**src/rtl/vga_timing_pkg.sv**
```systemverilog
// Shared constants for the 640x480@60 Hz raster timing generator: default
// porch/sync geometry, derived totals and sync windows, and the colour-bar
// table used by the optional test pattern.
package vga_timing_pkg;

  localparam int CLK_DIV_DEF = 4;

  localparam int H_VIS_DEF  = 640;
  localparam int H_FP_DEF   = 16;
  localparam int H_SYNC_DEF = 96;
  localparam int H_BP_DEF   = 48;
  localparam int H_TOTAL_DEF = H_VIS_DEF + H_FP_DEF + H_SYNC_DEF + H_BP_DEF;

  localparam int V_VIS_DEF  = 480;
  localparam int V_FP_DEF   = 10;
  localparam int V_SYNC_DEF = 2;
  localparam int V_BP_DEF   = 33;
  localparam int V_TOTAL_DEF = V_VIS_DEF + V_FP_DEF + V_SYNC_DEF + V_BP_DEF;

  localparam int H_SYNC_START_DEF = H_VIS_DEF + H_FP_DEF;
  localparam int H_SYNC_END_DEF   = H_SYNC_START_DEF + H_SYNC_DEF;
  localparam int V_SYNC_START_DEF = V_VIS_DEF + V_FP_DEF;
  localparam int V_SYNC_END_DEF   = V_SYNC_START_DEF + V_SYNC_DEF;

  // Bars left to right across the visible width
  typedef enum logic [2:0] {
    BAR_WHITE   = 3'd0,
    BAR_YELLOW  = 3'd1,
    BAR_CYAN    = 3'd2,
    BAR_GREEN   = 3'd3,
    BAR_MAGENTA = 3'd4,
    BAR_RED     = 3'd5,
    BAR_BLUE    = 3'd6,
    BAR_BLACK   = 3'd7
  } bar_e;

  localparam logic [11:0] RGB_WHITE = 12'hFFF;
  localparam logic [11:0] RGB_BLACK = 12'h000;

  // 4:4:4 {R,G,B} colour for each bar index
  function automatic logic [11:0] bar_colour(input bar_e bar);
    logic [11:0] rgb;
    rgb = RGB_BLACK;
    case (bar)
      BAR_WHITE:   rgb = 12'hFFF;
      BAR_YELLOW:  rgb = 12'hFF0;
      BAR_CYAN:    rgb = 12'h0FF;
      BAR_GREEN:   rgb = 12'h0F0;
      BAR_MAGENTA: rgb = 12'hF0F;
      BAR_RED:     rgb = 12'hF00;
      BAR_BLUE:    rgb = 12'h00F;
      BAR_BLACK:   rgb = 12'h000;
      default:     rgb = 12'h000;
    endcase
    return rgb;
  endfunction

endpackage

```
**src/rtl/vga_pix_en_gen.sv**
```systemverilog
// Pixel-rate strobe generator: divides the system clock by CLK_DIV.
// tick_o marks the clock edge on which the raster advances; pix_en_o is the
// registered copy of it, high for the one clock that follows that edge.
module vga_pix_en_gen
  import vga_timing_pkg::*;
#(
  parameter int CLK_DIV = CLK_DIV_DEF
) (
  input  logic clk_i,
  input  logic rst_n_i,
  output logic tick_o,
  output logic pix_en_o
);

  localparam logic [3:0] DIV_MAX = 4'(CLK_DIV - 1);

  logic [3:0] div_cnt_q, div_cnt_d;
  logic       pix_en_q;

  assign tick_o   = (div_cnt_q == DIV_MAX);
  assign pix_en_o = pix_en_q;

  // Free-running divider that wraps after CLK_DIV-1
  always_comb begin
    div_cnt_d = div_cnt_q + 4'd1;
    if (tick_o) begin
      div_cnt_d = 4'd0;
    end
  end

  // Divider state and the registered pixel strobe
  always_ff @(posedge clk_i or negedge rst_n_i) begin
    if (!rst_n_i) begin
      div_cnt_q <= 4'd0;
      pix_en_q  <= 1'b0;
    end else begin
      div_cnt_q <= div_cnt_d;
      pix_en_q  <= tick_o;
    end
  end

endmodule

```
**src/rtl/vga_timing_gen.sv**
```systemverilog
// Raster timing master for the VGA path: horizontal/vertical counters,
// active-low syncs, video_on and line/frame start pulses, all registered
// from the next-state position so nothing skews against the counters.
// Optional feature: define VGA_TEST_PATTERN_EN to build the colour-bar
// test pattern on pat_rgb; otherwise pat_rgb is tied to zero.
module vga_timing_gen
  import vga_timing_pkg::*;
#(
  parameter int CLK_DIV = CLK_DIV_DEF,
  parameter int H_VIS   = H_VIS_DEF,
  parameter int H_FP    = H_FP_DEF,
  parameter int H_SYNC  = H_SYNC_DEF,
  parameter int H_BP    = H_BP_DEF,
  parameter int V_VIS   = V_VIS_DEF,
  parameter int V_FP    = V_FP_DEF,
  parameter int V_SYNC  = V_SYNC_DEF,
  parameter int V_BP    = V_BP_DEF
) (
  input  logic        clk,
  input  logic        rst_n,
  output logic        pix_en,
  output logic [9:0]  x_counter,
  output logic [9:0]  y_counter,
  output logic        hsync,
  output logic        vsync,
  output logic        video_on,
  output logic        frame_start,
  output logic        line_start,
  output logic [11:0] pat_rgb
);

  localparam int H_TOTAL = H_VIS + H_FP + H_SYNC + H_BP;
  localparam int V_TOTAL = V_VIS + V_FP + V_SYNC + V_BP;

  localparam logic [9:0] H_MAX    = 10'(H_TOTAL - 1);
  localparam logic [9:0] V_MAX    = 10'(V_TOTAL - 1);
  localparam logic [9:0] H_VIS_W  = 10'(H_VIS);
  localparam logic [9:0] V_VIS_W  = 10'(V_VIS);
  localparam logic [9:0] HS_START = 10'(H_VIS + H_FP);
  localparam logic [9:0] HS_END   = 10'(H_VIS + H_FP + H_SYNC);
  localparam logic [9:0] VS_START = 10'(V_VIS + V_FP);
  localparam logic [9:0] VS_END   = 10'(V_VIS + V_FP + V_SYNC);

  // Counters are 10 bits wide and the divider 4 bits wide
  if (H_TOTAL > 1024) begin : g_bad_h_total
    $error("vga_timing_gen: H_TOTAL-1 does not fit in 10 bits");
  end
  if (V_TOTAL > 1024) begin : g_bad_v_total
    $error("vga_timing_gen: V_TOTAL-1 does not fit in 10 bits");
  end
  if (CLK_DIV < 2 || CLK_DIV > 15) begin : g_bad_clk_div
    $error("vga_timing_gen: CLK_DIV must be in 2..15");
  end

  logic       tick;
  logic [9:0] x_q, x_d, y_q, y_d;
  logic       hsync_q, vsync_q, video_on_q, frame_start_q, line_start_q;
  logic       video_on_d;

  vga_pix_en_gen #(
    .CLK_DIV (CLK_DIV)
  ) u_pix_en_gen (
    .clk_i    (clk),
    .rst_n_i  (rst_n),
    .tick_o   (tick),
    .pix_en_o (pix_en)
  );

  // Next raster position: advance x on a tick, carry into y on line wrap
  always_comb begin
    x_d = x_q;
    y_d = y_q;
    if (tick) begin
      if (x_q == H_MAX) begin
        x_d = 10'd0;
        y_d = (y_q == V_MAX) ? 10'd0 : y_q + 10'd1;
      end else begin
        x_d = x_q + 10'd1;
      end
    end
  end

  assign video_on_d = (x_d < H_VIS_W) && (y_d < V_VIS_W);

  // Counters and decoded outputs; reset parks at the last pixel so the first tick lands on (0,0)
  always_ff @(posedge clk or negedge rst_n) begin
    if (!rst_n) begin
      x_q           <= H_MAX;
      y_q           <= V_MAX;
      hsync_q       <= 1'b1;
      vsync_q       <= 1'b1;
      video_on_q    <= 1'b0;
      frame_start_q <= 1'b0;
      line_start_q  <= 1'b0;
    end else begin
      frame_start_q <= 1'b0;
      line_start_q  <= 1'b0;
      if (tick) begin
        x_q           <= x_d;
        y_q           <= y_d;
        hsync_q       <= !((x_d >= HS_START) && (x_d < HS_END));
        vsync_q       <= !((y_d >= VS_START) && (y_d < VS_END));
        video_on_q    <= video_on_d;
        line_start_q  <= (x_d == 10'd0);
        frame_start_q <= (x_d == 10'd0) && (y_d == 10'd0);
      end
    end
  end

  assign x_counter   = x_q;
  assign y_counter   = y_q;
  assign hsync       = hsync_q;
  assign vsync       = vsync_q;
  assign video_on    = video_on_q;
  assign frame_start = frame_start_q;
  assign line_start  = line_start_q;

`ifdef VGA_TEST_PATTERN_EN
  // Each bar spans one eighth of the visible width (80 px at 640)
  localparam logic [9:0] BAR_W = 10'(H_VIS / 8);

  logic [11:0] pat_q, pat_d;
  logic [2:0]  bar_idx;

  // Colour bars framed by a 1-px white border, black outside the visible area
  always_comb begin
    bar_idx = 3'(x_d / BAR_W);
    pat_d   = RGB_BLACK;
    if (video_on_d) begin
      if ((x_d == 10'd0) || (x_d == H_VIS_W - 10'd1) ||
          (y_d == 10'd0) || (y_d == V_VIS_W - 10'd1)) begin
        pat_d = RGB_WHITE;
      end else begin
        pat_d = bar_colour(bar_e'(bar_idx));
      end
    end
  end

  // Pattern register advances with the counters
  always_ff @(posedge clk or negedge rst_n) begin
    if (!rst_n) begin
      pat_q <= 12'h000;
    end else if (tick) begin
      pat_q <= pat_d;
    end
  end

  assign pat_rgb = pat_q;
`else
  assign pat_rgb = 12'h000;
`endif

endmodule

```
**config.mk**
```make
export PLATFORM = sky130hd
export DESIGN_NAME = vga_timing_gen
export DESIGN_NICKNAME = d
export VERILOG_FILES = /design/src/rtl/vga_timing_pkg.sv /design/src/rtl/vga_pix_en_gen.sv /design/src/rtl/vga_timing_gen.sv
export SDC_FILE = /design/constraint.sdc
export NUM_CORES = 1
export LEC_CHECK = 0
export ABC_AREA = 1
export CAP_MARGIN = 30
export CORE_ASPECT_RATIO = 1.5
export CORE_UTILIZATION = 38
export CTS_CLUSTER_SIZE = 24
export DETAILED_ROUTE_END_ITERATION = 12
export PLACE_DENSITY = 0.7
export SYNTH_ARGS = -nofsm -noshare
export SYNTH_HDL_FRONTEND = slang
export SYNTH_SLANG_ARGS = --single-unit
```
**constraint.sdc**
```tcl
create_clock -name clk -period 2.9 [get_ports clk]
set_input_delay 0.435 -clock clk [delete_from_list [all_inputs] [get_ports clk]]
set_output_delay 0.435 -clock clk [all_outputs]
set_load 0.02 [all_outputs]
```
==> Yosys cells after proc, flatten, opt, wreduce, memory -nomap -nowiden <==
Index checks and enable logic that the tools add are counted.
{ "classes": {"eq_ne": 3, "n_reduce_logical": 8, "n_mux": 8, "magnitude_cmp": 6, "add_sub_neg": 3} }
{ "ops": {"columns": ["op", "n"], "rows": [
  ["10-bit two-way mux", 5],
  ["10-bit by 1-bit adder with 10-bit output (second input constant)", 2],
  ["10-bit equality test (second input constant)", 2],
  ["10-bit logical NOT", 2],
  ["10-bit < comparator (second input constant)", 2],
  ["10-bit by 9-bit < comparator with 1-bit output (second input constant)", 2],
  ["10-bit >= comparator (second input constant)", 1],
  ["10-bit by 9-bit >= comparator with 1-bit output (second input constant)", 1],
  ["4-bit by 1-bit adder with 4-bit output (second input constant)", 1],
  ["4-bit by 2-bit equality test with 1-bit output (second input constant)", 1],
  ["1-bit logical AND", 4],
  ["4-bit two-way mux", 1],
  ["1-bit logical NOT", 2],
  ["1-bit two-way mux", 2]
]} }
{ "totals": {"inputBits": 2, "elab_cells": 37, "out_inout_bits": 38, "reg_bits": 30} }

==> Logic depth before layout (Yosys ltp) <==
Gate-level depths: netlist (run 1).
{ "depth": {"word_depth": 7, "depth_mapped": 13, "mapped_depth_nobuf": 13} }

==> Hierarchy <==
Synthesis (run 1) repeated with hierarchy kept, for this count alone.
{ "unflattened": {"hier_cells": 287, "hier_area_um2": 2087.0} }
{ "modules_own_cells": {"columns": ["module", "cells_per_inst", "seq_area_each_um2", "n_inst", "area_per_inst_um2"], "rows": [
  ["vga_timing_gen", 266, 640.6, 1, 1880.6],
  ["vga_pix_en_gen", 21, 125.1, 1, 206.4]
]} }

==> Worst setup path before layout (run 1) <==
Ideal clock, no wire load.
{ "synth_timing": {"path_type": "reg2reg", "startpoint": "register x_q[1], in the netlist x_counter[1]", "endpoint": "register video_on_q, in the netlist video_on", "required_ns": 2.782, "path_buffers": 0, "synth_period_minus_slack_ns": 1.870, "arrival_ns": 1.752, "setup_ns": 0.118, "setup_slack_ns": 1.030, "path_stages_with_launch": 11, "path_cell_list": "dfstp_2 > ha_1 > nand2_1 > nor2_4 > nand2_2 > nor2_4 > nand4_1 > xor2_1 > nand3_1 > nand3b_1 > nand2_1"} }
{ "synth_between": {"elab_chain_len": 5, "word_cells_on_any_way": 9, "classes_between": "add/sub (1); order compare (2); eq/ne (1); mux (4); reduce/logical (1)"} }
{ "synth_rtl": {"columns": ["element", "line", "text"], "rows": [
  ["start: declaration", "vga_timing_gen.sv:56", "logic [9:0] x_q, x_d, y_q, y_d;"],
  ["start signal: assignment", "vga_timing_gen.sv:88", "x_q <= H_MAX;"],
  ["start signal: assignment", "vga_timing_gen.sv:99", "x_q <= x_d;"],
  ["10-bit by 1-bit adder with 10-bit output or 10-bit equality test (tied branches)", "vga_timing_gen.sv:78, vga_timing_gen.sv:74", null],
  ["10-bit two-way mux", "vga_timing_gen.sv:74", "if (x_q == H_MAX) begin"],
  ["10-bit two-way mux", "vga_timing_gen.sv:73", "if (tick) begin"],
  ["10-bit < comparator or 10-bit by 9-bit < comparator with 1-bit output (tied branches)", "vga_timing_gen.sv:83", "assign video_on_d = (x_d < H_VIS_W) && (y_d < V_VIS_W);"],
  ["1-bit logical AND (*)", "vga_timing_gen.sv:83", null],
  ["end signal: assignment", "vga_timing_gen.sv:103", "video_on_q <= video_on_d;"],
  ["end: declaration", "vga_timing_gen.sv:57", "logic hsync_q, vsync_q, video_on_q, frame_start_q, line_start_q;"]
]} }
Mark *: on every way between the ends. The rest lies on a longest branch, timed or not.
A chain may end at the register's enable or synchronous reset.

==> Final worst setup path (run 1) <==
{ "layout_timing": {"startpoint": "register u_pix_en_gen.div_cnt_q[0]", "endpoint": "register frame_start_q, in the netlist frame_start"} }
{ "layout_between": {"elab_chain_len": 5, "word_cells_on_any_way": 7, "classes_between": "eq/ne (1); mux (3); reduce/logical (3)"} }
{ "layout_rtl": {"columns": ["element", "line", "text"], "rows": [
  ["start: declaration", "vga_pix_en_gen.sv:17", "logic [3:0] div_cnt_q, div_cnt_d;"],
  ["start signal: assignment", "vga_pix_en_gen.sv:37", "div_cnt_q <= div_cnt_d;"],
  ["4-bit by 2-bit equality test with 1-bit output (*)", "vga_pix_en_gen.sv:20", "assign tick_o = (div_cnt_q == DIV_MAX);"],
  ["10-bit two-way mux", "vga_timing_gen.sv:73", null],
  ["10-bit logical NOT", "vga_timing_gen.sv:105", "frame_start_q <= (x_d == 10'd0) && (y_d == 10'd0);"],
  ["1-bit logical AND", "vga_timing_gen.sv:105", null],
  ["1-bit two-way mux (*)", "vga_timing_gen.sv:98", "if (tick) begin"],
  ["end signal: assignment", "vga_timing_gen.sv:105", null],
  ["end: declaration", "vga_timing_gen.sv:57", null]
]} }
Marked as above.

==> flow_metrics.py, run 1 <==
metrics = {
    "sta": {
        "min_period_over_period_pct": 74.8,
        "drv_slew": 0,
        "fin_setup_tns_ns": 0,
        "skew_ns": 0.00825,
        "worst_pin_slew_ns": 0.523,
        "grt_setup_unrepaired": "no",
        "finalHoldViolCount": 0,
        "fin_ws_ns": 0.730,
        "maxSlewHeadroom_pct": 64.8,
        "fmax_ghz": 0.461,
        "min_period_ns": 2.17,
        "finalSetupViolCount": 0,
    },
    "global_route": {
        "antenna_found_initial": 0,
        "groute.usage.overall_pct": 19.0,
        "grt_pass1_vias": 1800,
        "gr-total-overflow": 0,
        "grt_pass1_wl_um": 7960,
        "grt_start_max_net_pins": 31,
    },
    "synth": {
        "avgSynthCellArea_um2": 7.22,
        "ys_ff_latch": 30,
        "syn_inst": 284,
        "yosysWarnings": 0,
        "yosys-top-cells-count": "nand2_1, inv_1, nand3_1",
        "synth-seq-area-share_pct": 37.3,
        "synth.most_common_cell": "nand2_1",
        "synthArstFlopShare_pct": 100,
        "yosysUniqueCellTypes": 32,
        "synth.cell_area_mm2": 0.00205,
        "synth_edf_count": 0,
        "netlist_top_cells_area": "dfrtp_1, dfstp_2, nand2_1",
        "synthFlopType": "dfrtp_1",
        "yosysTopAreaCellShare_pct": 22.0,
        "yosysTopAreaCell": "dfrtp_1",
    },
    "power_and_ir_drop": {
        "combPwrFrac_pct": 3.0,
        "p_sw_share_pct": 23.6,
        "power_leakage_nw": 1.22,
        "power_uw": 801,
        "power_frac_clock_pct": 44.7,
        "powerDensity_mw_per_mm2": 329,
        "internal_power_uw": 612,
        "seq_power_share_pct": 52.4,
        "peakVddDrop_v": 0.000335,
        "p_sw_uw": 189,
    },
    "cts": {
        "path_clk_slew_ns": 0.06,
        "clk_latency_ns": 0.29,
        "cts_max_level": 2,
        "tritoncts": "done",
        "numCtsBuffers": 5,
        "cts_resized": 0,
        "post_cts_buffers": 0,
        "cts_hold_buf": 0,
        "clockRootBuffer": "clkbuf_8",
        "ctsLongestPathBuffers": 2,
        "clkSinkCount": 30,
    },
    "critical_path": {
        "critPathCaptureType": "flip-flop",
        "r2r-end": "frame_start",
        "worst_path_dominant_cell_family": "simple AND/OR/NAND/NOR gates",
        "cp_slowest_cell": "nor2_4",
        "reg2reg_slack_ns": 0.73,
        "path_cells": "ha_1, nand2_2, nor2_4, nand3_1, nand2_1, nand3_1, nor3_1, nand4_1, nor2_1",
        "r2r_start": "u_pix_en_gen.div_cnt_q[0]",
        "critPathArrivalTime_ns": 2.39,
        "critPathBufInv": 0,
        "crit_type": "flip-flop to flip-flop",
        "cpPeakStageDelay_ns": 0.40,
        "critPathLaunchType": "flip-flop",
        "reg2reg_depth": 9,
        "worstPathRequired_ns": 3.12,
        "crit_fanout": 22,
        "crit_top_cell": "nand3_1",
    },
    "placed_design": {
        "portBuffers": 27,
        "post-place-ws_ns": 0.682,
        "dpl.hpwl_um": 3610,
        "finalWeightedCongestion": 0.911,
        "dp_cells": 375,
    },
    "detailed_routing": {
        "drtIter0Drc": 78,
        "postRouteAntennaNets": 0,
        "wl_um": 4660,
        "vias": 1828,
        "routed_via_density": 4.77,
        "dr.pass1.iters": 4,
        "drc": 0,
        "drt-wirelength-per-cell_um": 12.2,
    },
    "die": {
        "die_area_mm2": 0.00570,
        "die_h_um": 92.0,
        "die_w_um": 62.0,
        "num_rows": 32,
        "coreArea_mm2": 0.00516,
        "start_util_pct": 39.7,
        "pin_count": 40,
    },
    "hold_path": {
        "whs_path_depth": 1,
        "hold_class": "flip-flop to flip-flop",
        "min_from": "u_pix_en_gen.div_cnt_q[0]",
        "min_to": "u_pix_en_gen.div_cnt_q[0]",
    },
    "run_status": {
        "status": "complete, no violations",
    },
    "final_layout": {
        "drive_gt1_share_pct": 14.9,
        "n_antenna_cell": 0,
        "fin_util_pct": 47.1,
        "fin_nets": 320,
        "area_growth_pct": 18.6,
        "multi_input_area_mm2": 0.00102,
        "final.fill_count": 515,
        "seqCellArea_um2": 766,
        "final_cells": 383,
    },
    "job": {
        "max_cap_viol_count": 0,
    },
}
## per-stage QoR
step	hold slack, ns	area (µm²)
after global placement	0.448	2340
final	0.462	2430
after CTS	0.465	2430
after global routing	0.484	2430
after detailed placement	0.456	2340
after floorplan	0.139	2090
## metal layers
metal | track usage [%] | wire length (µm)
met4 | 10.6 | 182
met3 | 4.23 | 207
met2 | 31.0 | 2430
met5 | 0 | 0
met1 | 21.9 | 1840
## registers in the layout, summed over array words and instances, names as in the netlist
signal and cells:
hsync 1, vsync 1, line_start 1, x_counter 10
y_counter 10, video_on 1, u_pix_en_gen.div_cnt_q 4, u_pix_en_gen.pix_en_o 1
frame_start 1
## power groups by stage
stage | clock network (mW) | logic [mW] | registers [mW]
6_report | 0.358 | 0.0237 | 0.419
5_1_grt | 0.385 | 0.0281 | 0.419
4_1_cts | 0.368 | 0.0247 | 0.419
3_5_place_dp | 0 | 0.0247 | 0.426
3_3_place_gp | 0 | 0.0241 | 0.426
2_1_floorplan | 0 | 0.0259 | 0.427
## worst max path at each step
| stage | start | to | slack, ns | cells past startpoint |
|---|---|---|---|---|
| floorplan | x_counter[1] | video_on | 1.03 | 10 |
| global placement | u_pix_en_gen.div_cnt_q[0] | frame_start | 0.70 | 9 |
| detailed placement | u_pix_en_gen.div_cnt_q[0] | frame_start | 0.68 | 9 |
| CTS | u_pix_en_gen.div_cnt_q[0] | frame_start | 0.66 | 9 |
| global route | u_pix_en_gen.div_cnt_q[0] | frame_start | 0.47 | 9 |
| finish | u_pix_en_gen.div_cnt_q[0] | frame_start | 0.73 | 9 |
## cells in the final DEF, fill, tap and decap left out, types with 2 or more instances in the layout
cell type | synthesis | layout
o21ai_1 | 2 | 2
dfrtp_1 | 18 | 18
nor3_1 | 4 | 4
inv_1 | 46 | 46
nand3_2 | 2 | 2
nand2_1 | 69 | 69
o21ai_2 | 2 | 2
dfstp_2 | 12 | 12
clkdlybuf4s50_1 | 0 | 27
nor2_4 | 6 | 6
a21oi_1 | 4 | 4
nand2_4 | 2 | 2
clkbuf_8 | 0 | 6
inv_2 | 3 | 3
nor2_2 | 3 | 3
ha_1 | 4 | 4
conb_1 | 1 | 12
o21ai_0 | 7 | 7
nor2_1 | 28 | 28
nand4_1 | 9 | 9
nand2_2 | 4 | 4
o21bai_1 | 3 | 3
nand3_1 | 32 | 32
## layout make-up
type	instances	share of cell area, %
tap	68	3.50
clock inverter	2	0.514
multi-input combinational	199	41.8
clock buffer	6	3.40
timing repair buffer	28	11.4
inverter	50	7.92
sequential	30	31.5
## kinds of logic (layout without fill, tap and decap cells)
family / Yosys count / after routing / share of synthesized area [%]
AOI/OAI and AO/OA: 18 / 18 / 5.13
xor gates and xnor gates: 2 / 2 / 0.854
adders and majority gates: 4 / 4 / 2.44
buffers and inverters: 66 / 86 / 15.1
DFF: 30 / 30 / 37.3
other: 1 / 12 / 0.183
and+or+nand+nor: 163 / 163 / 38.9
(Power assumes the default switching activity.)
==> run 2, diff against run 1 <==
clock period = 2.2 ns   (was 2.9 ns; I/O delays follow)
==> run 2 against run 1 <==
Effect of this change: cell count rose by 0.78%; die area did not move; clock skew fell by 0.0025 ns; critical path depth rose by 1.
==> flow_metrics.py, run 2 (same netlist as run 1, synthesis figures left out) <==
metrics = {
    "run_status": {
        "status": "complete, no violations",
    },
    "global_route": {
        "grt_pass1_wl_um": 8090,
        "grt_start_max_net_pins": 31,
        "gr-total-overflow": 0,
        "groute.usage.overall_pct": 19.5,
        "antenna_found_initial": 0,
        "grt_pass1_vias": 1748,
    },
    "detailed_routing": {
        "postRouteAntennaNets": 0,
        "vias": 1868,
        "drtIter0Drc": 96,
        "drc": 0,
        "wl_um": 4870,
        "routed_via_density": 4.84,
        "drt-wirelength-per-cell_um": 12.6,
        "dr.pass1.iters": 4,
    },
    "final_layout": {
        "multi_input_area_mm2": 0.00102,
        "drive_gt1_share_pct": 16.0,
        "final_cells": 386,
        "seqCellArea_um2": 766,
        "final_cell_mix": "nand2_1, inv_1, nand3_1",
        "n_antenna_cell": 0,
        "fin_util_pct": 47.4,
        "area_growth_pct": 19.5,
        "fin_nets": 323,
        "final.fill_count": 537,
        "fin_area_mm2": 0.00245,
        "mostFrequentLayoutCell": "nand2_1",
    },
    "power_and_ir_drop": {
        "powerDensity_mw_per_mm2": 415,
        "peakVddDrop_v": 0.000263,
        "power_leakage_nw": 1.23,
    },
    "die": {
        "pin_count": 40,
        "die_h_um": 92.0,
        "die_w_um": 62.0,
        "coreArea_mm2": 0.00516,
        "start_util_pct": 39.7,
        "die_area_mm2": 0.00570,
        "num_rows": 32,
    },
    "placed_design": {
        "dpl.hpwl_um": 3750,
        "placed_cell_area_mm2": 0.00235,
        "portBuffers": 27,
        "dp_cells": 377,
        "finalWeightedCongestion": 0.893,
    },
    "sta": {
        "skew_ns": 0.00577,
        "fmax_ghz": 0.487,
        "min_period_ns": 2.05,
        "finalHoldViolCount": 0,
        "fin_hold_ws_ns": 0.435,
        "fin_setup_tns_ns": 0,
        "min_period_over_period_pct": 93.3,
        "drv_slew": 0,
        "grt_setup_unrepaired": "no",
        "finalSetupViolCount": 0,
    },
    "critical_path": {
        "cp-endpoint": "video_on",
        "cpPeakStageDelay_ns": 0.55,
        "cp-startpoint": "x_counter[0]",
        "r2r_start": "x_counter[0]",
        "crit_fanout": 5,
        "r2r-end": "video_on",
        "crit_type": "flip-flop to flip-flop",
        "critPathBufInv": 0,
        "path_cells": "ha_2, nand2_1, nor2_4, nand2_2, nor2_4, nand4_1, xor2_1, nand3_1, nand3b_1, nand2_1",
        "cp_slowest_cell": "dfstp_2",
        "critPathCaptureType": "flip-flop",
        "cp.depth": 10,
        "worstPathRequired_ns": 2.38,
        "worst_path_dominant_cell_family": "simple AND/OR/NAND/NOR gates",
        "reg2reg_slack_ns": 0.15,
        "critPathLaunchType": "flip-flop",
        "critPathArrivalTime_ns": 2.23,
        "reg2reg_depth": 10,
    },
    "cts": {
        "cts_hold_buf": 0,
        "ctsLongestPathBuffers": 2,
        "numCtsBuffers": 5,
        "clkSinkCount": 30,
        "clk_latency_ns": 0.29,
        "cts_max_level": 2,
        "clockRootBuffer": "clkbuf_8",
        "path_clk_slew_ns": 0.07,
        "tritoncts": "done",
    },
    "job": {
        "max_cap_viol_count": 0,
    },
    "hold_path": {
        "hold_class": "input pin to asynchronous set/reset pin",
    },
}
run 2: layout make-up:
class	instances	area share, %
clock inverter	2	0.409
clock buffer	6	2.96
sequential	30	31.3
multi-input combinational	199	41.8
inverter	50	7.87
tap	68	3.47
timing repair buffer	31	12.3
run 2: layer usage:
layer | GRT usage [%] | up-vias | wire (µm)
met2 | 32.6 | 60 | 2540
met4 | 8.52 | 0 | 127
li1 | - | 927 | -
met5 | 0 | - | 0
met1 | 23.1 | 870 | 2020
met3 | 3.95 | 11 | 194
run 2: repair_timing:
item / 4_1_cts / 5_1_grt
setup buffers: 0 / 1
endpoints found under the setup margin: 0 / 2
resized for setup: 0 / 2
run 2: how the worst min path moves through the flow:
stage | startpoint | endpoint | cells past startpoint
global route | rst_n | u_pix_en_gen.div_cnt_q[3] | 2
CTS | rst_n | u_pix_en_gen.div_cnt_q[0] | 2
finish | rst_n | u_pix_en_gen.div_cnt_q[0] | 2
global placement | u_pix_en_gen.div_cnt_q[0] | u_pix_en_gen.div_cnt_q[0] | 1
floorplan | rst_n | frame_start | 0
detailed placement | u_pix_en_gen.div_cnt_q[0] | u_pix_en_gen.div_cnt_q[0] | 1
run 2: report_power, final:
part	switching (mW)	internal, mW
Clock	0.215	0.219
Combinational	0.0288	0.00271
Sequential	0	0.553
Total	0.244	0.774
run 2: per-stage QoR:
stage	power [mW]	setup slack, ns
2_1_floorplan	0.596	0.330
3_3_place_gp	0.595	0.197
3_5_place_dp	0.595	0.190
4_1_cts	1.03	0.140
5_1_grt	1.05	0.0363
6_report	1.02	0.148
run 2: worst register-to-register path: cells and delay by family (launching register included):
| family | cells | cell delay, ns |
|---|---|---|
| xor+xnor | 1 | 0.26 |
| fa+ha+maj | 1 | 0.22 |
| flops | 1 | 0.55 |
| simple gates | 8 | 0.92 |
==> run 3, diff against run 2 <==
SLEW_MARGIN = 20   (was default)
==> results of run 3 <==
No change in the layout: final DEF, timing and power equal those of run 2.
==> RTL change (config.mk and constraints of run 3) <==
Put a register stage on the output `pix_en`, cleared by the reset. The value now appears one clock later. The other outputs are not delayed to match.
--- a/src/rtl/vga_timing_gen.sv
+++ b/src/rtl/vga_timing_gen.sv
@@ -43,2 +43,4 @@
 
+  logic pix_en_d;
+
   // Counters are 10 bits wide and the divider 4 bits wide
@@ -65,3 +67,3 @@
     .tick_o   (tick),
-    .pix_en_o (pix_en)
+    .pix_en_o (pix_en_d)
   );
@@ -152,2 +154,10 @@
 
+  always_ff @(posedge clk or negedge rst_n) begin
+    if (!rst_n) begin
+      pix_en <= '0;
+    end else begin
+      pix_en <= pix_en_d;
+    end
+  end
+
 endmodule
Check against the original RTL: not equivalent (Yosys sat finds a counterexample within 10 cycles, from zero or initial values and one cycle with rst_n low).
==> RTL change against run 3 <==
Combinational power about the same. Synthesized area down 2.9%. Maximum frequency up 0.91%. Worst setup slack better by 0.018 ns. Critical path depth up 1. Sequential cell count up 1. Power up 1.5%. Sequential power up 3%. Sequential share of layout area up 1.3 points. Cell area down 0.82%. Routed wire length down 1.8%. Highest routed layer unchanged.
==> RTL change: results (changes against run 3) <==
| Metric | Value |
|---|---|
| Max Clock Skew | `0.006092 ns (was 0.005765 ns)` |
| Detail Placement HPWL | `3740 um (was 3752 um)` |
| Synth top area cells | `dfrtp_1, dfstp_2, nand2_1, inv_1, nand3_1 (unchanged)` |
| Clk buf depth | `2 (unchanged)` |
| Largest net degree at the start of global routing | `32 (was 31)` |
| Area of the multi-input gates | `960.9 um2 (was 1023 um2)` |
| Gpl congestion | `0.9801 (was 0.8929)` |
| Most instantiated cells after synthesis | `nand2_1, inv_1, nand3_1, nor2_1, dfrtp_1 (unchanged)` |
| Setup crit start | `x_counter[1]$_DFFE_PN1N_ (was x_counter[0]$_DFFE_PN1N_)` |
| Inverters, non-clock | `49 (was 50)` |
| Wire length of the first global-routing pass | `8031 um (was 8086 um)` |
| Post-Synth Adder-Cell Area | `2.514% (was 2.441%)` |
| Reg2reg setup slack | `0.17 ns (was 0.15 ns)` |
| Xor and xnor area share after synthesis | `0.4400% (was 0.8542%)` |
| Vias in the first global route | `1691 (was 1748)` |
| DRT iter0 DRCs | `67 (was 96)` |
| Clock buf count | `7 (was 6)` |
| Clock buf/inv share | `3.347% (was 3.371%)` |
| Crit path DAT | `2.26 ns (was 2.23 ns)` |
| Nets | `321 (was 323)` |
| Non-clk buf share | `13.59% (was 12.26%)` |
| Multi-input gates | `193 (was 199)` |
| Buffers, non-clock | `35 (was 31)` |
| Share of layout cells above drive strength 1 | `16.14% (was 16.04%)` |
| FF-to-FF path depth | `11 (was 10)` |
| Yosys cell types | `28 (was 32)` |
| Seq. cell area | `790.8 um2 (was 765.7 um2)` |
| Peak VDD IR | `0.0002817 V (was 0.0002631 V)` |
| Status | `finished, final reports clean (unchanged)` |
| Min Hold Slack | `0.3493 ns (was 0.4349 ns)` |
| Synth Area in Compound Gates | `4.903% (was 5.125%)` |
| Antenna violations before repair | `0 (unchanged)` |
| HP Class | `reg2reg (was in2async)` |
| Overall routing resource usage | `19.40% (was 19.53%)` |
| Setup crit end | `frame_start$_DFF_PN0_ (was video_on$_DFFE_PN0N_)` |
| Via density | `4.814 (was 4.839)` |
RTL change: power breakdown:
group	internal, mW	switching (mW)
Combinational	0.00272	0.0288
Sequential	0.571	0
Clock	0.221	0.209
RTL change: metrics by stage:
step,worst slack [ns],std cells,instance area [um2],total power [mW]
6_report,0.1666,382,2430,1.033
3_5_place_dp,0.05958,369,2306,0.6132
4_1_cts,0.06090,377,2387,1.050
5_1_grt,0.01710,382,2430,1.079
3_3_place_gp,0.09574,369,2306,0.6131
2_1_floorplan,0.3217,286,2032,0.6151
RTL change: layer usage:
layer	vias to the layer above	track usage, %	share of wire [%]	routed length [um]
met5	-	0	0	0
met4	0	8.902	3.0	146
met3	15	3.152	4.2	202
met2	59	33.79	54	2593
met1	850	21.93	39	1843
li1	915	-	-	-
RTL change: timing repair:
item                                    in CTS  in global routing
endpoints found under the setup margin       0                  4
buffers inserted                             0                  5
resized for setup                            0                  2
hold buffers                                 0                  0
